**config.mk**
```make
export PLATFORM = sky130hd
export DESIGN_NAME = doodle_motion_ctrl_flat
export DESIGN_NICKNAME = d
export VERILOG_FILES = /design/src/rtl/doodle_motion_ctrl_if.sv /design/src/rtl/doodle_motion_ctrl.sv /design/src/flat_wrapper.sv
export SDC_FILE = /design/constraint.sdc
export NUM_CORES = 1
export LEC_CHECK = 0
export BUFFER_PORTS_ARGS = -buffer_cell sky130_fd_sc_hd__buf_2
export CAP_MARGIN = 10
export CORE_ASPECT_RATIO = 0.8
export CORE_UTILIZATION = 45
export DETAILED_ROUTE_END_ITERATION = 6
export MAX_ROUTING_LAYER = met4
export PLACE_DENSITY = 0.78
export SLEW_MARGIN = 10
export SYNTH_ARGS = -nofsm -noshare
export SYNTH_HDL_FRONTEND = slang
export SYNTH_SLANG_ARGS = --single-unit
```
**constraint.sdc**
```tcl
create_clock -name Clk -period 2.9 [get_ports Clk]
set_input_delay 0.145 -clock Clk [delete_from_list [all_inputs] [get_ports Clk]]
set_output_delay 0.145 -clock Clk [all_outputs]
set_load 0.02 [all_outputs]
```
**src/rtl/doodle_motion_ctrl_if.sv**
```systemverilog
// Bundles the per-frame controls and the motion state outputs of the
// doodle motion controller so the game logic can be wired with one port.
interface doodle_motion_ctrl_if;
    logic       frame_tick;
    logic       start;
    logic       ack;
    logic       landed;
    logic [9:0] doodle_y;
    logic [9:0] up_count;
    logic [9:0] scroll;
    logic [7:0] score;
    logic       in_middle;
    logic       q_Idle;
    logic       q_Rise;
    logic       q_Fall;
    logic       q_Over;

    modport master (
        output frame_tick, start, ack, landed,
        input  doodle_y, up_count, scroll, score, in_middle,
        input  q_Idle, q_Rise, q_Fall, q_Over
    );

    modport slave (
        input  frame_tick, start, ack, landed,
        output doodle_y, up_count, scroll, score, in_middle,
        output q_Idle, q_Rise, q_Fall, q_Over
    );
endinterface

```
**src/rtl/doodle_motion_ctrl.sv**
```systemverilog
// Vertical motion controller for the doodle: rises a fixed distance per
// jump (scrolling the stage once the doodle reaches the middle band),
// falls until it lands on a platform or drops off the bottom, and keeps a
// saturating score of pixels risen during the current game.
module doodle_motion_ctrl #(
    parameter logic [9:0] JUMP_HEIGHT = 10'd120,
    parameter logic [9:0] Y_START     = 10'd480,
    parameter logic [9:0] V_MIDDLE    = 10'd275,
    parameter logic [9:0] V_BOTTOM    = 10'd515,
    parameter logic [9:0] RADIUS      = 10'd10
) (
    input  logic                 Clk,
    input  logic                 Reset,
    doodle_motion_ctrl_if.slave  bus
);

    typedef enum logic [3:0] {
        IDLE = 4'b0001,
        RISE = 4'b0010,
        FALL = 4'b0100,
        OVER = 4'b1000
    } state_t;

    state_t     state;
    state_t     state_next;

    logic [9:0] doodle_y;
    logic [9:0] doodle_y_next;
    logic [9:0] up_count;
    logic [9:0] up_count_next;
    logic [9:0] scroll;
    logic [9:0] scroll_next;
    logic [7:0] score;
    logic [7:0] score_next;
    logic       in_middle;
    logic       in_middle_next;
    logic       bottom_reached;
    logic       jump_done;

    // Widened by one bit so the bottom test can never wrap for large rows.
    assign bottom_reached = ({1'b0, doodle_y} + {1'b0, RADIUS}) >= {1'b0, V_BOTTOM};
    assign jump_done      = (up_count >= JUMP_HEIGHT);

    // in_middle tracks the row being loaded, so it changes on the same edge.
    assign in_middle_next = (doodle_y_next <= V_MIDDLE);

    // Next-state and next-datapath decisions; everything holds unless a
    // state's sampling condition says otherwise.
    always_comb begin
        state_next    = state;
        doodle_y_next = doodle_y;
        up_count_next = up_count;
        scroll_next   = scroll;
        score_next    = score;

        case (state)
            IDLE: begin
                doodle_y_next = Y_START;
                up_count_next = '0;
                scroll_next   = '0;
                if (bus.start) begin
                    state_next = RISE;
                    score_next = '0;
                end
            end

            RISE: begin
                if (bus.frame_tick) begin
                    if (jump_done) begin
                        state_next    = FALL;
                        up_count_next = '0;
                    end else begin
                        up_count_next = up_count + 10'd1;
                        if (score != 8'hFF) begin
                            score_next = score + 8'd1;
                        end
                        if (doodle_y > V_MIDDLE) begin
                            doodle_y_next = doodle_y - 10'd1;
                        end else begin
                            scroll_next = scroll + 10'd1;
                        end
                    end
                end
            end

            FALL: begin
                if (bus.frame_tick) begin
                    if (bus.landed) begin
                        state_next    = RISE;
                        up_count_next = '0;
                    end else if (bottom_reached) begin
                        state_next = OVER;
                    end else begin
                        doodle_y_next = doodle_y + 10'd1;
                    end
                end
            end

            OVER: begin
                if (bus.ack) begin
                    state_next    = IDLE;
                    doodle_y_next = Y_START;
                    up_count_next = '0;
                    scroll_next   = '0;
                end
            end

            default: begin
                state_next    = IDLE;
                doodle_y_next = Y_START;
                up_count_next = '0;
                scroll_next   = '0;
            end
        endcase
    end

    // State register; reset drops any jump in progress back to IDLE.
    always_ff @(posedge Clk or posedge Reset) begin
        if (Reset) begin
            state <= IDLE;
        end else begin
            state <= state_next;
        end
    end

    // Motion and score registers, loaded from the next-value logic.
    always_ff @(posedge Clk or posedge Reset) begin
        if (Reset) begin
            doodle_y  <= Y_START;
            up_count  <= '0;
            scroll    <= '0;
            score     <= '0;
            in_middle <= (Y_START <= V_MIDDLE);
        end else begin
            doodle_y  <= doodle_y_next;
            up_count  <= up_count_next;
            scroll    <= scroll_next;
            score     <= score_next;
            in_middle <= in_middle_next;
        end
    end

    assign bus.doodle_y  = doodle_y;
    assign bus.up_count  = up_count;
    assign bus.scroll    = scroll;
    assign bus.score     = score;
    assign bus.in_middle = in_middle;
    assign bus.q_Idle    = state[0];
    assign bus.q_Rise    = state[1];
    assign bus.q_Fall    = state[2];
    assign bus.q_Over    = state[3];

endmodule

```
**src/flat_wrapper.sv**
```systemverilog
// flat-port wrapper written by rule: the top's interface ports become plain ports
module doodle_motion_ctrl_flat 
#(
    parameter logic [9:0] JUMP_HEIGHT = 10'd120,
    parameter logic [9:0] Y_START     = 10'd480,
    parameter logic [9:0] V_MIDDLE    = 10'd275,
    parameter logic [9:0] V_BOTTOM    = 10'd515,
    parameter logic [9:0] RADIUS      = 10'd10
)
  (Clk, Reset, bus_frame_tick, bus_start, bus_ack, bus_landed, bus_doodle_y, bus_up_count, bus_scroll, bus_score, bus_in_middle, bus_q_Idle, bus_q_Rise, bus_q_Fall, bus_q_Over);
  doodle_motion_ctrl_if bus_i ();
  input  logic Clk;
  input  logic Reset;
  input wire logic [$bits(bus_i.frame_tick)-1:0] bus_frame_tick;
  input wire logic [$bits(bus_i.start)-1:0] bus_start;
  input wire logic [$bits(bus_i.ack)-1:0] bus_ack;
  input wire logic [$bits(bus_i.landed)-1:0] bus_landed;
  output wire logic [$bits(bus_i.doodle_y)-1:0] bus_doodle_y;
  output wire logic [$bits(bus_i.up_count)-1:0] bus_up_count;
  output wire logic [$bits(bus_i.scroll)-1:0] bus_scroll;
  output wire logic [$bits(bus_i.score)-1:0] bus_score;
  output wire logic [$bits(bus_i.in_middle)-1:0] bus_in_middle;
  output wire logic [$bits(bus_i.q_Idle)-1:0] bus_q_Idle;
  output wire logic [$bits(bus_i.q_Rise)-1:0] bus_q_Rise;
  output wire logic [$bits(bus_i.q_Fall)-1:0] bus_q_Fall;
  output wire logic [$bits(bus_i.q_Over)-1:0] bus_q_Over;
  assign bus_i.frame_tick = bus_frame_tick;
  assign bus_i.start = bus_start;
  assign bus_i.ack = bus_ack;
  assign bus_i.landed = bus_landed;
  assign bus_doodle_y = bus_i.doodle_y;
  assign bus_up_count = bus_i.up_count;
  assign bus_scroll = bus_i.scroll;
  assign bus_score = bus_i.score;
  assign bus_in_middle = bus_i.in_middle;
  assign bus_q_Idle = bus_i.q_Idle;
  assign bus_q_Rise = bus_i.q_Rise;
  assign bus_q_Fall = bus_i.q_Fall;
  assign bus_q_Over = bus_i.q_Over;
  doodle_motion_ctrl #(.JUMP_HEIGHT(JUMP_HEIGHT), .Y_START(Y_START), .V_MIDDLE(V_MIDDLE), .V_BOTTOM(V_BOTTOM), .RADIUS(RADIUS)) u_core (.Clk(Clk), .Reset(Reset), .bus(bus_i));
endmodule
```
==> impl_metrics.toml, run 1 <==
[status]
outcome = "finished clean"

[layout]
finalNonFillerCells = 442
final_layout_size_suffix_gt1_frac = 0.2473
layout.cells.most_common_list = "48 x sky130_fd_sc_hd__buf_2, 38 x sky130_fd_sc_hd__dfrtp_1, 28 x sky130_fd_sc_hd__nand2_1"
area_growth_pct = 16.04
design.final.nets = 379
num_antenna_cells = 0
final_common_cell = "sky130_fd_sc_hd__buf_2"

[sta]
rsz_0062_raised_after_global_routing = "false"
finalSetupViolations = 0
finalMaxSlewViolations = 0
final-hold-violation-count = 0
setup_ws_post_layout_ns = 0.2157
worst_slew_margin_rel = 0.3238
timing.clock.skew_ns = 0.008974
tightestPinTransition_ns = 1.013
min_period_ns = 2.684
fmax_ghz = 0.3725
layout_worst_path_cycle_share = 0.9256
setup_tns_ns = 0

[floorplan]
die_width_um = 89.09
placementRows = 24
die_height_um = 71.67
initial_utilization = 0.4836
floorplan.die_area_um2 = 6384
floorplan.io_pins = 49
core_area_um2 = 5645

[logic_synthesis]
synth-warning-count = 0
synthArstFlopShare = 1.000
postSynthCellCount = 311
ys_seq_area_frac = 0.3964
number_of_library_cell_types_mapped_by_synthesis = 64
synth_fp_nets = 327
synth_area_um2 = 2730
synth_edf_count = 0
post_synth.cell_area_avg_um2 = 8.779
synthFlopType = "sky130_fd_sc_hd__dfrtp_1"
synth_seq_cells = 43

[route]
antenna_violation_net_count_after_detailed_routing = 0
avg_wl_per_cell_um = 14.68
drc_violation_count_after_routing = 0
drt-pass1-iter-count = 4
drt-total-wl_um = 6490
detailedRoute.firstIterationViolations = 178
via_count = 2502
drt-vias-per-instance = 5.661

[cts]
clockRootBuffer = "sky130_fd_sc_hd__clkbuf_8"
cts_tree = "yes"
cts_buffer_count = 5
cts.reportedPaths.clkPinSlew_ns = 0.08
clock_latency_ns = 0.29
tritoncts_num_sinks = 43
clock_tree.buffer_depth = 2
cts_setup_buffers = 0
postCtsHoldBufs = 0
cts_resized = 0
htree_num_levels = 2

[pwr]
post-layout-total-power_mw = 2.291
pwr_density_cell_nw_per_um2 = 723.2
ir_drop_uv = 356.8
p_leak_nw = 1.473

[hold_path]
hold_path.class = "in -> async"

[setup_path]
critical_path.startpoint_type = "register"
regToRegStartpoint = "u_core.bus.doodle_y[2]"
timing.critical_path.arrival_ns = 2.87
timing.critical_path.to_type = "register"
worstPathCellList = "ha_1 > nand2b_1 > a2111oi_1 > a211oi_2 > or3_1 > o31a_1 > mux2i_1 > o41ai_2"
required_ns = 3.09
path_max_fanout = 12
timing_worst_setup_path_type = "reg -> reg"
critical_path.slowest_cell = "sky130_fd_sc_hd__dfrtp_1"
timing.critical_path.slowest_cell_delay_ns = 0.56
timing.critical_path.from = "u_core.bus.doodle_y[2]"

[global_routing]
grt.overflow.total = 0
grt_usage = 0.2245
global_route_wire_length_before_repair_um = 11020
grt_antenna_before_repair = 0
first_global_vias = 2347
grt_start_max_net_pins = 28

[placement]
place_worst_setup_slack_ns = 0.2678
dpl_cells = 434
gpl.final_weighted_congestion = 0.9095
port-buffer-count = 48
place_hpwl_um = 4749

[run]
max_cap_violations = 0
worst paths after layout:
| kind | cells after the start | slack [ns] | end |
|---|---|---|---|
| max | 8 | 0.22 | u_core.bus.in_middle |
| min | 2 | 0.09 | u_core.bus.doodle_y[3] |
| max reg2reg | 8 | 0.22 | u_core.bus.in_middle |
| min reg2reg | 1 | 0.53 | u_core.bus.up_count[8] |
| max in group asynchronous | 3 | 2.06 | u_core.state[3] |
| min in group Clk | 3 | 0.15 | u_core.state[1] |
cells by family (layout without fill, tap and decap cells):
kind of cell / after synthesis / in the layout / synth area share
simple gates: 137 / 137 / 0.2640
compound gates: 81 / 81 / 0.2049
flops: 43 / 43 / 0.3964
buf+inv: 28 / 81 / 0.04720
fa+ha+maj: 10 / 10 / 0.04583
xor+xnor: 8 / 8 / 0.02567
mux: 4 / 4 / 0.01604
synth_stat cells, types with 3 or more instances:
library cell | instances | area [µm²]
sky130_fd_sc_hd__nor2b_1 | 4 | 25.02
sky130_fd_sc_hd__nand4_1 | 8 | 50.05
sky130_fd_sc_hd__and3_1 | 6 | 37.54
sky130_fd_sc_hd__o211ai_1 | 3 | 22.52
sky130_fd_sc_hd__nor2_1 | 26 | 97.59
sky130_fd_sc_hd__nor3_1 | 16 | 80.08
sky130_fd_sc_hd__a211o_1 | 3 | 26.28
sky130_fd_sc_hd__xnor2_1 | 5 | 43.79
sky130_fd_sc_hd__or3_1 | 10 | 62.56
sky130_fd_sc_hd__xor2_1 | 3 | 26.28
sky130_fd_sc_hd__ha_1 | 10 | 125.1
sky130_fd_sc_hd__nand3_1 | 18 | 90.09
sky130_fd_sc_hd__dfrtp_1 | 38 | 950.9
sky130_fd_sc_hd__o21ai_0 | 24 | 120.1
sky130_fd_sc_hd__clkbuf_1 | 8 | 30.03
sky130_fd_sc_hd__a31oi_1 | 3 | 18.77
sky130_fd_sc_hd__dfstp_2 | 5 | 131.4
sky130_fd_sc_hd__a21oi_1 | 18 | 90.09
sky130_fd_sc_hd__nand2b_1 | 5 | 31.28
sky130_fd_sc_hd__nand2_1 | 28 | 105.1
sky130_fd_sc_hd__inv_1 | 15 | 56.30
sequential cells by signal (all words and copies together), names as in the netlist:
register	flops
u_core.bus.doodle_y	10
u_core.bus.in_middle	1
u_core.bus.score	8
u_core.state	4
u_core.bus.up_count	10
u_core.bus.scroll	10
through the flow:
step             util  cell area (µm²)  hold slack, ns
2_1_floorplan       -             2730          0.2950
3_3_place_gp   0.5450             3077          0.4401
3_5_place_dp   0.5450             3077          0.4374
4_1_cts        0.5612             3168          0.1204
5_1_grt        0.5612             3168          0.1518
6_report       0.5612             3168         0.08625
cell type report:
cell class | count | area, µm²
multi-input cells | 240 | 1525
repair buffers | 58 | 315.3
inverters | 15 | 56.30
clock buffers | 7 | 86.33
flip-flops and latches | 43 | 1082
well taps | 78 | 97.59
clock inverters | 1 | 5.005
fillers | 566 | 2477
worst max-delay path: cells and delay by family, from the launching register on:
family / cells / cell delay, ns
DFF: 1 / 0.56
and+or+nand+nor: 2 / 0.47
AOI/OAI and AO/OA: 4 / 1.08
adders and majority gates: 1 / 0.30
muxes: 1 / 0.16
layer usage:
metal / wire, µm / vias to the layer above / global-route usage
met5: 0 / - / -
met4: 58 / 0 / 0.06349
met3: 369 / 6 / 0.04839
met2: 2934 / 84 / 0.3316
met1: 3127 / 1178 / 0.3107
li1: - / 1234 / -
power breakdown:
group          leakage [nW]  switching (mW)  internal, mW
sequential            0.574           0.151         0.692
clock                0.0482           0.200         0.192
combinational         0.850           0.647         0.408
total                  1.47           0.999          1.29
Note: power is estimated with default switching activity, not from simulation.
==> run 2: changes to the inputs <==
==> constraint.sdc (replaced) <==
create_clock -name Clk -period 2.73 [get_ports Clk]
set_input_delay 0.1365 -clock Clk [delete_from_list [all_inputs] [get_ports Clk]]
set_output_delay 0.1365 -clock Clk [all_outputs]
set_load 0.02 [all_outputs]
==> run 2 against run 1 <==
Against the previous run:
- first-iteration DRC count shrank 2.8%
- via count grew 5.2%
- register-to-register slack is essentially flat
- cell count grew 0.90%
- sequential cell count is the same
- clock power grew 13%
- total power grew 9.3%
- routed wire length grew 2.7%
- worst setup slack lost 0.015 ns
- critical path type unchanged
==> impl_metrics.toml, run 2 (synthesized netlist as in run 1, its figures left out) <==
[cts]
cts.reportedPaths.clkPinSlew_ns = 0.08
cts_buffer_count = 5
cts_tree = "yes"
tritoncts_num_sinks = 43
postCtsHoldBufs = 0
clock_latency_ns = 0.30
cts_setup_buffers = 0
clockRootBuffer = "sky130_fd_sc_hd__clkbuf_8"
clock_tree.buffer_depth = 2
cts_resized = 0
htree_num_levels = 2

[global_routing]
global_route_wire_length_before_repair_um = 11100
grt.overflow.total = 0
grt_start_max_net_pins = 27
first_global_vias = 2372
grt_usage = 0.2316
grt_antenna_before_repair = 0

[layout]
final_layout_size_suffix_gt1_frac = 0.2717
layout.cells.most_common_list = "48 x sky130_fd_sc_hd__buf_2, 36 x sky130_fd_sc_hd__dfrtp_1, 28 x sky130_fd_sc_hd__nand2_1"
design.final.nets = 383
finalNonFillerCells = 446
reg.largest.list = "u_core.bus.doodle_y: 10 flops, u_core.bus.scroll: 10 flops, u_core.bus.up_count: 10 flops"
area_growth_pct = 18.24
fillers = 536
num_antenna_cells = 0
final_common_cell = "sky130_fd_sc_hd__buf_2"

[setup_path]
worstPathCellList = "inv_2 > ha_1 > a211o_1 > a21oi_1 > a211oi_2 > or3_1 > o31a_1 > mux2i_1 > o41ai_2"
path_delay_family = "compound AO/OA/AOI/OAI gates"
timing.critical_path.arrival_ns = 2.73
required_ns = 2.93
cp_num_buf_inv = 1
timing.critical_path.to_type = "register"
timing.critical_path.slowest_cell_delay_ns = 0.45
timing_worst_setup_path_type = "reg -> reg"
path_max_fanout = 7
critical_path.startpoint_type = "register"
critical_path.slowest_cell = "sky130_fd_sc_hd__dfrtp_2"
r2r_setup_slack_ns = 0.20

[floorplan]
initial_utilization = 0.4836
floorplan.die_area_um2 = 6384
floorplan.io_pins = 49
core_area_um2 = 5645
die_height_um = 71.67
die_width_um = 89.09
placementRows = 24

[route]
avg_wl_per_cell_um = 14.94
via_count = 2633
drc_violation_count_after_routing = 0
drt-vias-per-instance = 5.904
detailedRoute.firstIterationViolations = 173
drt-pass1-iter-count = 5
antenna_violation_net_count_after_detailed_routing = 0
drt-total-wl_um = 6663

[pwr]
p_leak_nw = 1.493
pwr_density_cell_nw_per_um2 = 775.9
ir_drop_uv = 359.6

[status]
outcome = "finished clean"

[sta]
finalSetupViolations = 0
final-hold-violation-count = 0
rsz_0062_raised_after_global_routing = "false"
fmax_ghz = 0.3954
finalMaxSlewViolations = 0
worst_slew_margin_rel = 0.3359
setup_tns_ns = 0
min_period_ns = 2.529
timing.clock.skew_ns = 0.007329
layout_worst_path_cycle_share = 0.9265
tightestPinTransition_ns = 0.9950

[placement]
dpl_cells = 438
gpl.final_weighted_congestion = 0.9375
port-buffer-count = 48
place_hpwl_um = 4936

[run]
max_cap_violations = 0

[hold_path]
hold_path.class = "in -> async"
[run 2: layer usage]
layer / share of wire / global-route usage
met4: 0.016 / 0.07584
met5: 0 / -
met3: 0.056 / 0.04263
met1: 0.45 / 0.3138
met2: 0.48 / 0.3503
[run 2: power by group]
group | internal (mW) | switching, mW
registers | 0.737 | 0.142
clock network | 0.231 | 0.213
logic | 0.463 | 0.718
[run 2: final cells by class]
class | instances | area [µm²] | area share
flip-flops and latches | 43 | 1085 | 0.3360
repair buffers | 62 | 345.3 | 0.1070
well taps | 78 | 97.59 | 0.03023
clock buffers | 8 | 100.1 | 0.03101
inverters | 15 | 56.30 | 0.01744
multi-input cells | 240 | 1544 | 0.4783
[run 2: metrics by stage]
step	hold WS, ns	area [µm²]	setup slack, ns	utilization	power (mW)
after floorplan	0.2865	2730	0.08885	-	1.716
after global placement	0.4220	3107	0.2097	0.5503	2.024
after detailed placement	0.4251	3107	0.1163	0.5503	2.052
after CTS	0.1025	3207	0.08065	0.5680	2.505
after global routing	0.1380	3228	0.01274	0.5718	2.691
final	0.06690	3228	0.2008	0.5718	2.505
[run 2: path summary, 6_finish.rpt]
kind / depth (start not counted) / from / endpoint
setup / recovery: 9 / u_core.bus.doodle_y[1] / u_core.bus.in_middle
hold / removal: 2 / Reset / u_core.bus.scroll[3]
setup reg to reg: 9 / u_core.bus.doodle_y[1] / u_core.bus.in_middle
hold reg to reg: 1 / u_core.bus.up_count[8] / u_core.bus.up_count[8]
max in group asynchronous: 3 / Reset / u_core.bus.up_count[9]
min in group Clk: 3 / bus_landed / u_core.state[1]
